===== src/rtl/fifo_uart_tx_pkg.sv =====
// Shared types and constants for the FIFO-fed UART transmitter.
package fifo_uart_tx_pkg;

    // Frame sequencer states; WAIT is only visited when the FIFO read data lags re by one cycle.
    typedef enum logic [2:0] {
        IDLE   = 3'd0,
        FETCH  = 3'd1,
        WAIT   = 3'd2,
        START  = 3'd3,
        DATA   = 3'd4,
        PARITY = 3'd5,
        STOP   = 3'd6
    } state_t;

    // Level of the serial line between frames and during stop bits.
    localparam logic TX_IDLE = 1'b1;

    // Width needed to hold values 0..value-1, never less than one bit.
    function automatic int ceil_log2(input int value);
        int r;
        r = 0;
        for (int v = value - 1; v > 0; v = v >> 1) begin
            r = r + 1;
        end
        return (r < 1) ? 1 : r;
    endfunction

endpackage


===== src/rtl/fifo_uart_tx_baud_tick.sv =====
// Bit-period timer: counts 0..CLKS_PER_BIT-1 and flags the last cycle of each serial bit.
module uart_baud_tick
    import fifo_uart_tx_pkg::*;
#(
    parameter int CLKS_PER_BIT = 16
) (
    input  logic clk,
    input  logic rst,
    input  logic clr,
    output logic bit_done
);

    localparam int CNT_W = ceil_log2(CLKS_PER_BIT);
    localparam logic [CNT_W-1:0] CNT_LAST = CNT_W'(CLKS_PER_BIT - 1);

    logic [CNT_W-1:0] cnt;

    // Free-running bit-period counter; restarts on clr so every new state gets a full bit period.
    always_ff @(posedge clk or negedge rst) begin
        if (!rst) begin
            cnt <= '0;
        end else if (clr || (cnt == CNT_LAST)) begin
            cnt <= '0;
        end else begin
            cnt <= cnt + CNT_W'(1);
        end
    end

    assign bit_done = (cnt == CNT_LAST);

endmodule


===== src/rtl/fifo_uart_tx.sv =====
// Pops words from a synchronous FIFO and serialises them LSB-first as UART frames.
//
// state  | meaning
// IDLE   | line idle high, waiting for a non-empty FIFO
// FETCH  | single-cycle pop strobe; head word captured here when RD_LAT=0
// WAIT   | head word captured one cycle after the pop (RD_LAT=1)
// START  | start bit (line low)
// DATA   | data bits, LSB first, shift register moves once per bit
// PARITY | even parity of the captured word
// STOP   | STOP_BITS stop bits; chains straight into FETCH when more data is queued
module fifo_uart_tx
    import fifo_uart_tx_pkg::*;
#(
    parameter int DATA_SIZE    = 8,
    parameter int CLKS_PER_BIT = 16,
    parameter int PARITY_EN    = 0,
    parameter int STOP_BITS    = 1,
    parameter int RD_LAT       = 0
) (
    input  logic                 clk,
    input  logic                 rst,
    input  logic                 empty,
    output logic                 re,
    input  logic [DATA_SIZE-1:0] rddata,
    output logic                 tx,
    output logic                 busy
);

    localparam int BC_W = ceil_log2(DATA_SIZE + 1);
    localparam logic [BC_W-1:0] DATA_LAST = BC_W'(DATA_SIZE - 1);
    localparam logic [BC_W-1:0] STOP_LAST = BC_W'(STOP_BITS - 1);

    state_t                 state_q;
    state_t                 state_nx;
    logic [DATA_SIZE-1:0]   shift_q;
    logic [DATA_SIZE-1:0]   shift_nx;
    logic                   parity_q;
    logic                   parity_nx;
    logic [BC_W-1:0]        bit_cnt_q;
    logic [BC_W-1:0]        bit_cnt_nx;
    logic                   tx_q;
    logic                   tx_nx;
    logic                   re_q;
    logic                   re_nx;
    logic                   busy_q;
    logic                   busy_nx;
    logic                   bit_done;
    logic                   baud_clr;

    // The bit timer restarts whenever the sequencer changes state.
    assign baud_clr = (state_nx != state_q);

    uart_baud_tick #(
        .CLKS_PER_BIT(CLKS_PER_BIT)
    ) u_baud (
        .clk      (clk),
        .rst      (rst),
        .clr      (baud_clr),
        .bit_done (bit_done)
    );

    // Next-state, datapath updates and the registered-output values they imply.
    always_comb begin
        state_nx   = state_q;
        shift_nx   = shift_q;
        parity_nx  = parity_q;
        bit_cnt_nx = bit_cnt_q;

        case (state_q)
            IDLE: begin
                if (!empty) begin
                    state_nx = FETCH;
                end
            end
            FETCH: begin
                if (RD_LAT == 0) begin
                    shift_nx  = rddata;
                    parity_nx = ^rddata;
                    state_nx  = START;
                end else begin
                    state_nx  = WAIT;
                end
            end
            WAIT: begin
                shift_nx  = rddata;
                parity_nx = ^rddata;
                state_nx  = START;
            end
            START: begin
                if (bit_done) begin
                    state_nx = DATA;
                end
            end
            DATA: begin
                if (bit_done) begin
                    shift_nx = shift_q >> 1;
                    if (bit_cnt_q == DATA_LAST) begin
                        bit_cnt_nx = '0;
                        state_nx   = (PARITY_EN != 0) ? PARITY : STOP;
                    end else begin
                        bit_cnt_nx = bit_cnt_q + BC_W'(1);
                    end
                end
            end
            PARITY: begin
                if (bit_done) begin
                    state_nx = STOP;
                end
            end
            STOP: begin
                if (bit_done) begin
                    if (bit_cnt_q == STOP_LAST) begin
                        bit_cnt_nx = '0;
                        state_nx   = empty ? IDLE : FETCH;
                    end else begin
                        bit_cnt_nx = bit_cnt_q + BC_W'(1);
                    end
                end
            end
            default: begin
                state_nx   = IDLE;
                bit_cnt_nx = '0;
            end
        endcase

        // Outputs are registered from the upcoming state so they change cleanly with it.
        case (state_nx)
            START:   tx_nx = 1'b0;
            DATA:    tx_nx = shift_nx[0];
            PARITY:  tx_nx = parity_nx;
            default: tx_nx = TX_IDLE;
        endcase
        re_nx   = (state_nx == FETCH);
        busy_nx = (state_nx != IDLE);
    end

    // State, datapath and output registers; reset drops any frame in flight.
    always_ff @(posedge clk or negedge rst) begin
        if (!rst) begin
            state_q   <= IDLE;
            shift_q   <= '0;
            parity_q  <= 1'b0;
            bit_cnt_q <= '0;
            tx_q      <= TX_IDLE;
            re_q      <= 1'b0;
            busy_q    <= 1'b0;
        end else begin
            state_q   <= state_nx;
            shift_q   <= shift_nx;
            parity_q  <= parity_nx;
            bit_cnt_q <= bit_cnt_nx;
            tx_q      <= tx_nx;
            re_q      <= re_nx;
            busy_q    <= busy_nx;
        end
    end

    assign tx   = tx_q;
    assign re   = re_q;
    assign busy = busy_q;

endmodule


===== config.mk =====
export PLATFORM = sky130hd
export DESIGN_NAME = fifo_uart_tx
export DESIGN_NICKNAME = d
export VERILOG_FILES = /design/src/rtl/fifo_uart_tx_pkg.sv /design/src/rtl/fifo_uart_tx_baud_tick.sv /design/src/rtl/fifo_uart_tx.sv
export SDC_FILE = /design/constraint.sdc
export NUM_CORES = 1
export LEC_CHECK = 0
export CAP_MARGIN = 25
export CORE_MARGIN = 3
export CORE_UTILIZATION = 45
export CTS_BUF_LIST = sky130_fd_sc_hd__clkbuf_8
export DETAILED_ROUTE_END_ITERATION = 8
export GPL_ROUTABILITY_DRIVEN = 0
export PLACE_DENSITY = 0.71
export SLEW_MARGIN = 20
export SYNTH_ARGS = -nofsm -noshare
export SYNTH_HDL_FRONTEND = slang
export SYNTH_SLANG_ARGS = --single-unit

===== constraint.sdc =====
create_clock -name clk -period 3.5 [get_ports clk]
set_input_delay 0.7 -clock clk [delete_from_list [all_inputs] [get_ports clk]]
set_output_delay 0.7 -clock clk [all_outputs]
set_load 0.01 [all_outputs]

==> flow_results.org, run 1 <==
** Synth
- Of the synthesized area, sequential elements account for 0.452.
- Combinational family with the most area after synthesis :: simple AND/OR/NAND/NOR gates
- Post-synthesis share of cell area spent on and, or, nand and nor gates :: 0.223
- After synthesis the netlist holds a flip-flop and latch count of 23.
- Of the total synthesized cell area, the portion taken by XOR and XNOR cells is 0.0686.
- In the synthesized netlist the dominant register cell turns out to be dfrtp_1.
- Synthesis warning total :: 0
- Post-synthesis cell type count :: 42
- After synthesis the cells add up to 1280 sq um.
- Nets in the synthesized netlist :: 148
- Counting flops with a built-in enable in the synthesized netlist gives 0.
- Of the total synthesized cell area, the portion taken by full adders, half adders and majority gates is 0.0373.
- Average cell area after synthesis :: 9.52 sq um
- After synthesis, the share of flip-flops with an asynchronous set or reset is 1.00.
- The area fraction in compound gates after synthesis was 0.174.
- In the synthesized netlist, the number of instances is 134.
- Measured against the total synthesized area, the mux share comes to 0.00882.

** Clocking
- In this run the deepest clock path goes through 2 buffers.
- CTS built an H-tree with a depth of 1.
- Clock tree synthesis inserted a total of 3 buffers.
- CTS-repair resized insts :: 0
- The tree is rooted in a clkbuf_8.
- Worst-skew pair later-pin latency :: 0.26 ns
- Clock transition at the register clock pins on the worst setup and hold paths after CTS :: 0.08 ns
- Clock tree from TritonCTS :: built
- For this design, the sink count on the clock tree is 23.
- Hold_buf cts :: 0
- In this run the post-CTS setup repair buffer count came out at 0.

** Power
- IR analysis of the VDD net gives a maximum drop of 395 uV.
- In this run the static leakage power is 0.635 nW.
- Total chip power :: 0.884 mW
- Power Dens Cells :: 604 nW/um^2

** Worst setup path
- Capturing element type of the critical path :: flip-flop
- The startpoint identified for the worst register-to-register timing path is state_q[2].
- The setup path with the least slack is of type reg2reg.
- For the worst setup path, the data arrival time is 2.36 ns.
- Worst-case register-to-register setup slack :: 1.34 ns
- R2r endpoint :: tx
- Worst reg2reg path depth :: 5
- Data required, critical path :: 3.70 ns
- Along the worst path, the maximum fanout reaches 14.
- Startpoint types :: flip-flop

** STA
- Unrepaired setup endpoints after global routing :: no
- Clock skew on the completed layout was measured at 0.00711 ns.
- Setup-failing EPs final :: 0
- Min setup slack post-route :: 1.34 ns
- Max-Slew Margin vs Limit :: 0.485
- Hold Violations, Final :: 0
- Of the available clock period, the critical path in the final layout requires 0.617.
- Static timing analysis puts the maximum clock frequency at 463 MHz.
- Adding up every negative setup slack in the final design gives 0 ns.
- For the pin with the worst max-slew slack, the measured transition is 0.766 ns.
- The worst path needs 2.16 ns of the cycle, external delays included.
- Fin. max-slew vios :: 0

** Final layout
- Number of nets in the finished design :: 162
- Fin area :: 1460 sq um
- Diode insertion count for antenna repair :: 0
- Of the cells placed in the final design, the portion with a size suffix greater than 1 is 0.0680.
- The area growth from synthesis to layout is 14.6%.
- The finished layout holds 177 standard cells, fillers aside.

** Routing
- For this block, the initial DRC count from the detailed router was 40.
- Once detail routing completed, the nets flagged for antenna violations numbered 0.
- Post-detailed-route via-to-cell ratio :: 5.71
- Routed via count :: 1,010
- For this run, design rule violations remaining after detail routing come to 0.
- Wire length after detailed routing :: 2520 um
- Average wire per cell in the routed design :: 14.2 um
- The first TritonRoute pass finished after 4 iterations.

** Placement
- Estimated wirelength of the detail-placed design :: 1800 um
- The placed instances occupy a cell area of 1420 sq um.
- Including well taps, the total number of placed cells is 173.
- Setup Slack @ Placement :: 1.11 ns
- Number of input and output port buffers inserted :: 13

** Worst hold path
- Type of the worst min-delay path :: in2async

** Flow run
- Max-cap viol count :: 0

** Global routing
- Entering global routing, the biggest net connects 24 pins.
- Global routing finished with a remaining overflow of 0.
- In the global route stage, overall resource usage came out at 0.161.
- The initial antenna violation count was 0.
- The via count of the first global-routing pass came to 962.
- The first global-routing pass estimated 4300 um of wire.

** Floorplan
- Initial standard-cell utilization of the core :: 0.493
- Die X-Extent :: 59.3 um
- Die outline area :: 3510 sq um
- The die is 59.3 um tall.
- Standard cell core area :: 2590 sq um
- Count of standard-cell rows :: 18
- Pin placement for this block handled 14 I/O pins.

** Outcome
- Outcome :: completed
==> registers in the layout (all words and copies together), names as in the netlist <==
| name | flops |
|---|---|
| u_baud.cnt | 4 |
| tx | 1 |
| bit_cnt_q | 4 |
| state_q | 3 |
| parity_q | 1 |
| re | 1 |
| busy | 1 |
| shift_q | 8 |
==> cell usage in the layout, fill, tap and decap left out, types with 2 or more instances in the layout <==
cell type and instances:
o21ai_0 3, a31oi_1 2, xnor2_1 9, ha_1 3
a22o_1 3, nand2b_1 3, nor3b_1 3, a211o_1 2
nand3_1 4, clkbuf_8 3, nand2_1 16, a22oi_1 6
a21oi_1 5, a211oi_1 2, inv_1 8, clkdlybuf4s50_1 12
dfrtp_1 22, nor3_1 4, nor2_1 11, and3_1 4
==> synth_stat cells (4+ instances only) <==
| library cell | instances | area (sq um) |
|---|---|---|
| dfrtp_1 | 22 | 551 |
| nand2_1 | 16 | 60.1 |
| nor2_1 | 11 | 41.3 |
| xnor2_1 | 9 | 78.8 |
| inv_1 | 7 | 26.3 |
| a22oi_1 | 6 | 45.0 |
| a21oi_1 | 5 | 25.0 |
| and3_1 | 4 | 25.0 |
| nand3_1 | 4 | 20.0 |
| nor3_1 | 4 | 20.0 |
==> layer usage <==
metal | up-vias | part of all wire | track usage | routed length (um)
li1 | 500 | - | - | -
met1 | 471 | 0.47 | 0.227 | 1180
met2 | 34 | 0.45 | 0.239 | 1120
met3 | 5 | 0.070 | 0.0414 | 175
met4 | 0 | 0.013 | 0.0583 | 32
met5 | - | 0 | 0 | 0
==> how the worst max path moves through the flow <==
stage,start,endpoint,slack (ns),cells after the start
5_1_grt,state_q[2],tx,1.17,5
3_3_place_gp,empty,tx,1.14,5
3_5_place_dp,empty,tx,1.11,5
6_report,state_q[2],tx,1.34,5
4_1_cts,bit_cnt_q[0],tx,1.34,7
2_1_floorplan,bit_cnt_q[0],tx,1.49,7
==> critical path, cell delays in order (launching register included) <==
cell and delay [ns]:
dfrtp_1 0.62, nand2b_1 0.25, o32a_1 0.46, a221o_1 0.36, and2_0 0.16, o31a_1 0.24
==> through the flow <==
stage	util	hold slack [ns]
global route	0.565	0.432
CTS	0.567	0.470
global placement	0.549	0.447
finish	0.565	0.390
floorplan	-	0.404
detailed placement	0.549	0.459
==> cell type report <==
class / instances / area, sq um
sequential: 23 / 577
clock buffer: 3 / 41.3
timing repair buffer: 13 / 125
fill: 234 / 1130
inverter: 7 / 26.3
multi-input combinational: 100 / 652
tap: 30 / 37.5
clock inverter: 1 / 3.75
==> where the power goes <==
| group | switching, mW | internal (mW) | leakage [nW] |
|---|---|---|---|
| registers | 0.0712 | 0.354 | 0.278 |
| logic | 0.164 | 0.135 | 0.330 |
| clock network | 0.0821 | 0.0783 | 0.0269 |
| total | 0.317 | 0.567 | 0.635 |
==> kinds of logic (layout without fill, tap and decap cells) <==
logic type / Yosys count / after routing
DFF: 23 / 23
xor gates and xnor gates: 10 / 10
muxes: 1 / 1
buffers and inverters: 11 / 24
AOI/OAI and AO/OA: 31 / 31
adders and majority gates: 4 / 4
and+or+nand+nor: 54 / 54
No activity file was read; power rests on OpenSTA's default activity.
==> inputs of run 2 (changes only) <==
==> constraint.sdc (replaced) <==
create_clock -name clk -period 2.2 [get_ports clk]
set_input_delay 0.44 -clock clk [delete_from_list [all_inputs] [get_ports clk]]
set_output_delay 0.44 -clock clk [all_outputs]
set_load 0.01 [all_outputs]
==> run 2 against run 1 <==
  * Hold slack improved by 0.083 ns
  * Utilization up 4.0 points
  * Clock power up 61%
  * Global-route usage increased by 0.084 points
  * Total power increased by 68%
  * Combinational power rose by 92%
  * Sequential power grew 53%
  * Register-to-register slack got worse by 1.3 ns
==> flow_results.org, run 2 (same netlist as run 1, synthesis figures left out) <==
** STA
- The number of failing hold endpoints at the final stage is 0 (unchanged).
- Fin. max-slew vios :: 0 (unchanged)
- Max-Slew Margin vs Limit :: 0.705 (+0.220)
- Minimum clock period after layout :: 2.16 ns (-0.000402 ns)
- Worst clock skew on the final layout :: 0.00154 ns (-0.00557 ns)
- Unrepaired setup endpoints after global routing :: yes
- The slew of the pin with the lowest slew margin came to 0.440 ns (-0.326 ns).
- Setup total negative slack :: 0 ns (unchanged)
- Part of the cycle the worst path needs :: 0.981 (+0.364)
- The highest achievable clock rate came to 463 MHz (about the same).
- The total setup violations reported at the end of the flow came to 0 (unchanged).

** Routing
- The highest metal layer carrying signal wires in the routed design is met4.
- Routed via count :: 1,054 (+4.4%)
- The detailed-routed wire length on met3 is 132 um (-25%).
- The via density per instance came to 5.64 (-1.2%).
- The detailed-routing iteration count for the pre-antenna-repair pass came to 4 (unchanged).
- Average wire per cell in the routed design :: 14.6 um (+2.6%)
- The met1 wire length is 1280 um (+7.8%).
- The DRC violations left was 0 (unchanged).
- DR WL met2 :: 1290 um (+15%)
- The total wire length after detailed routing came to 2730 um (+8.4%).
- The first-iteration detailed-routing DRC count was 50 (+25%).
- The remaining antenna violation count after routing was 0 (unchanged).

** Worst setup path
- The critical path goes through inv_1 > ha_1 > or3b_4 > or4_4 > a22o_4 > and2_1 > o31a_1.
- By startpoint and endpoint, the worst setup path is classified as reg2reg.
- The required time reported for the critical path endpoint is 2.39 ns (-1.31 ns).
- The arrival time at the worst endpoint came to 2.35 ns (about the same).
- The endpoint identified for the worst register-to-register timing path is tx.
- Crit Reg-Reg Startpoint :: bit_cnt_q[1]
- In this run the worst setup path begins at bit_cnt_q[1].
- Worst reg2reg path depth :: 7 (+2)
- Worst-case register-to-register setup slack :: 0.04 ns (-1.30 ns)
- The delay of the slowest cell on the worst path came to 0.42 ns (-0.20 ns).
- In this run the worst setup path terminates at tx.
- Startpoint types :: flip-flop
- The slowest stage of the critical path is the dfrtp_1 cell.
- Capturing element type of the critical path :: flip-flop
- The highest net fanout along the worst path is 4 (-10).

** Final layout
- Final-layout fill cell count :: 228 (-2.6%)
- Share of final-layout standard cells stronger than drive strength 1 :: 0.159 (+0.0912)
- Commonest cells after routing, fill and taps aside :: dfrtp_1, nand2_1, clkdlybuf4s50_1
- Flip-flop count of the largest register after layout :: 8 (unchanged)
- Number of nets in the finished design :: 172 (+6.2%)
- Diode insertion count for antenna repair :: 0 (unchanged)
- shift_q holds more flip-flops than any other register.
- Relative area change from synthesis to final layout :: 22.7%
- The multi-input gate area in the final layout was 674 sq um (+3.5%).
- The combined flip-flop and latch cell area is 577 sq um (unchanged).
- Largest registers in the final layout :: shift_q (8), bit_cnt_q (4), u_baud.cnt (4)
- Most common library cell in the layout ignoring fill and taps :: dfrtp_1
- The post-route core utilization came to 0.605 (+0.0401).

** Clocking
- Clock tree root buffer cell :: clkbuf_8
- The number of sinks on the clock net was 23 (unchanged).
- The clock buffer count from CTS is 3 (unchanged).
- The number of hold-repair buffers added at the cts stage came to 0 (unchanged).
- H-tree depth reported by CTS :: 1 (unchanged)
- The clock edge transition at the registers on the reported setup and hold paths came to 0.08 ns (about the same).
- Clock tree from TritonCTS :: built
- The insertion delay to the later sink of the worst-skew pair was 0.26 ns (about the same).
- Deepest clock path buffer count :: 2 (unchanged)

** Floorplan
- The floorplan row count was 18 (unchanged).
- The core footprint came to 2590 sq um (unchanged).
- The number of top-level pins came to 14 (unchanged).
- Vertical extent of the die :: 59.3 um (unchanged)
- The area of the die is 3510 sq um (unchanged).
- Die X-Extent :: 59.3 um (unchanged)
- Initial standard-cell utilization of the core :: 0.493 (unchanged)

** Power
- Power Dens Cells :: 945 nW/um^2 (+56%)
- Maximum resistive drop on vdd :: 645 uV (+63%)
- The static leakage was 0.693 nW (+9.2%).

** Global routing
- The initial antenna violation count was 0 (unchanged).
- The total overflow reported by the global router was 0 (unchanged).
- Number of global-route vias before repair :: 976 (+1.5%)
- The total routing usage reported by global routing was 0.162 (+0.000838).
- The first-pass GRT wire length was 4270 um (-0.63%).
- Largest net degree at the start of global routing :: 24 (unchanged)

** Worst hold path
- In this run the most critical hold path is launched from u_baud.cnt[0].
- In this run the worst hold path is classified as reg2reg.

** Outcome
- The run finished with clean final reports.

** Placement
- Number of input and output port buffers inserted :: 13 (unchanged)
- Estimated wirelength of the detail-placed design :: 1920 um (+6.7%)

** Flow run
- Max-cap viol count :: 0 (unchanged)
run 2: per-stage QoR:
step / total power [mW] / area [sq um] / setup WS [ns] / cells / hold WS [ns]
6_report: 1.48 / 1570 / 0.0410 / 187 / 0.473
5_1_grt: 1.59 / 1570 / -0.0245 / 187 / 0.500
3_5_place_dp: 1.20 / 1470 / 0.0758 / 179 / 0.463
3_3_place_gp: 1.17 / 1470 / 0.110 / 179 / 0.447
4_1_cts: 1.46 / 1510 / 0.0739 / 183 / 0.475
2_1_floorplan: 1.03 / 1280 / 0.190 / 134 / 0.144
run 2: repair_timing:
| item | CTS | global route |
|---|---|---|
| buffers inserted | 0 | 4 |
| hold endpoints to repair | 0 | 0 |
| gates resized for setup | 0 | 6 |
| endpoints found under the setup margin | 0 | 1 |
run 2: report_power, final:
| group | internal (mW) | switching [mW] | total, mW | leakage (nW) |
|---|---|---|---|---|
| clock network | 0.126 | 0.132 | 0.258 | 0.0255 |
| registers | 0.563 | 0.0861 | 0.649 | 0.278 |
| logic | 0.263 | 0.310 | 0.573 | 0.389 |
run 2: worst min path at each step:
stage                         end  slack, ns  cells past startpoint
floorplan            bit_cnt_q[0]       0.14                      0
global placement    u_baud.cnt[0]       0.45                      1
detailed placement  u_baud.cnt[0]       0.46                      1
CTS                 u_baud.cnt[0]       0.47                      1
global route        u_baud.cnt[0]       0.50                      1
finish              u_baud.cnt[0]       0.47                      1
run 2: layout make-up:
cell class	instances	area share
well taps	30	0.0240
multi-input cells	100	0.431
clock buffers	3	0.0264
clock inverters	1	0.00319
flip-flops and latches	23	0.368
inverters	7	0.0168
repair buffers	23	0.131
run 2: metal layers:
layer | GRT usage | vias to the layer above
met5 | 0 | -
met4 | 0.0453 | 0
met3 | 0.0414 | 4
met2 | 0.250 | 25
met1 | 0.225 | 504
li1 | - | 521
run 2: worst max-delay path: cells and delay by family, from the launching register on:
family | cells | cell delay (ns)
fa+ha+maj | 1 | 0.14
flops | 1 | 0.42
buf+inv | 1 | 0.07
compound gates | 2 | 0.53
simple gates | 3 | 0.93
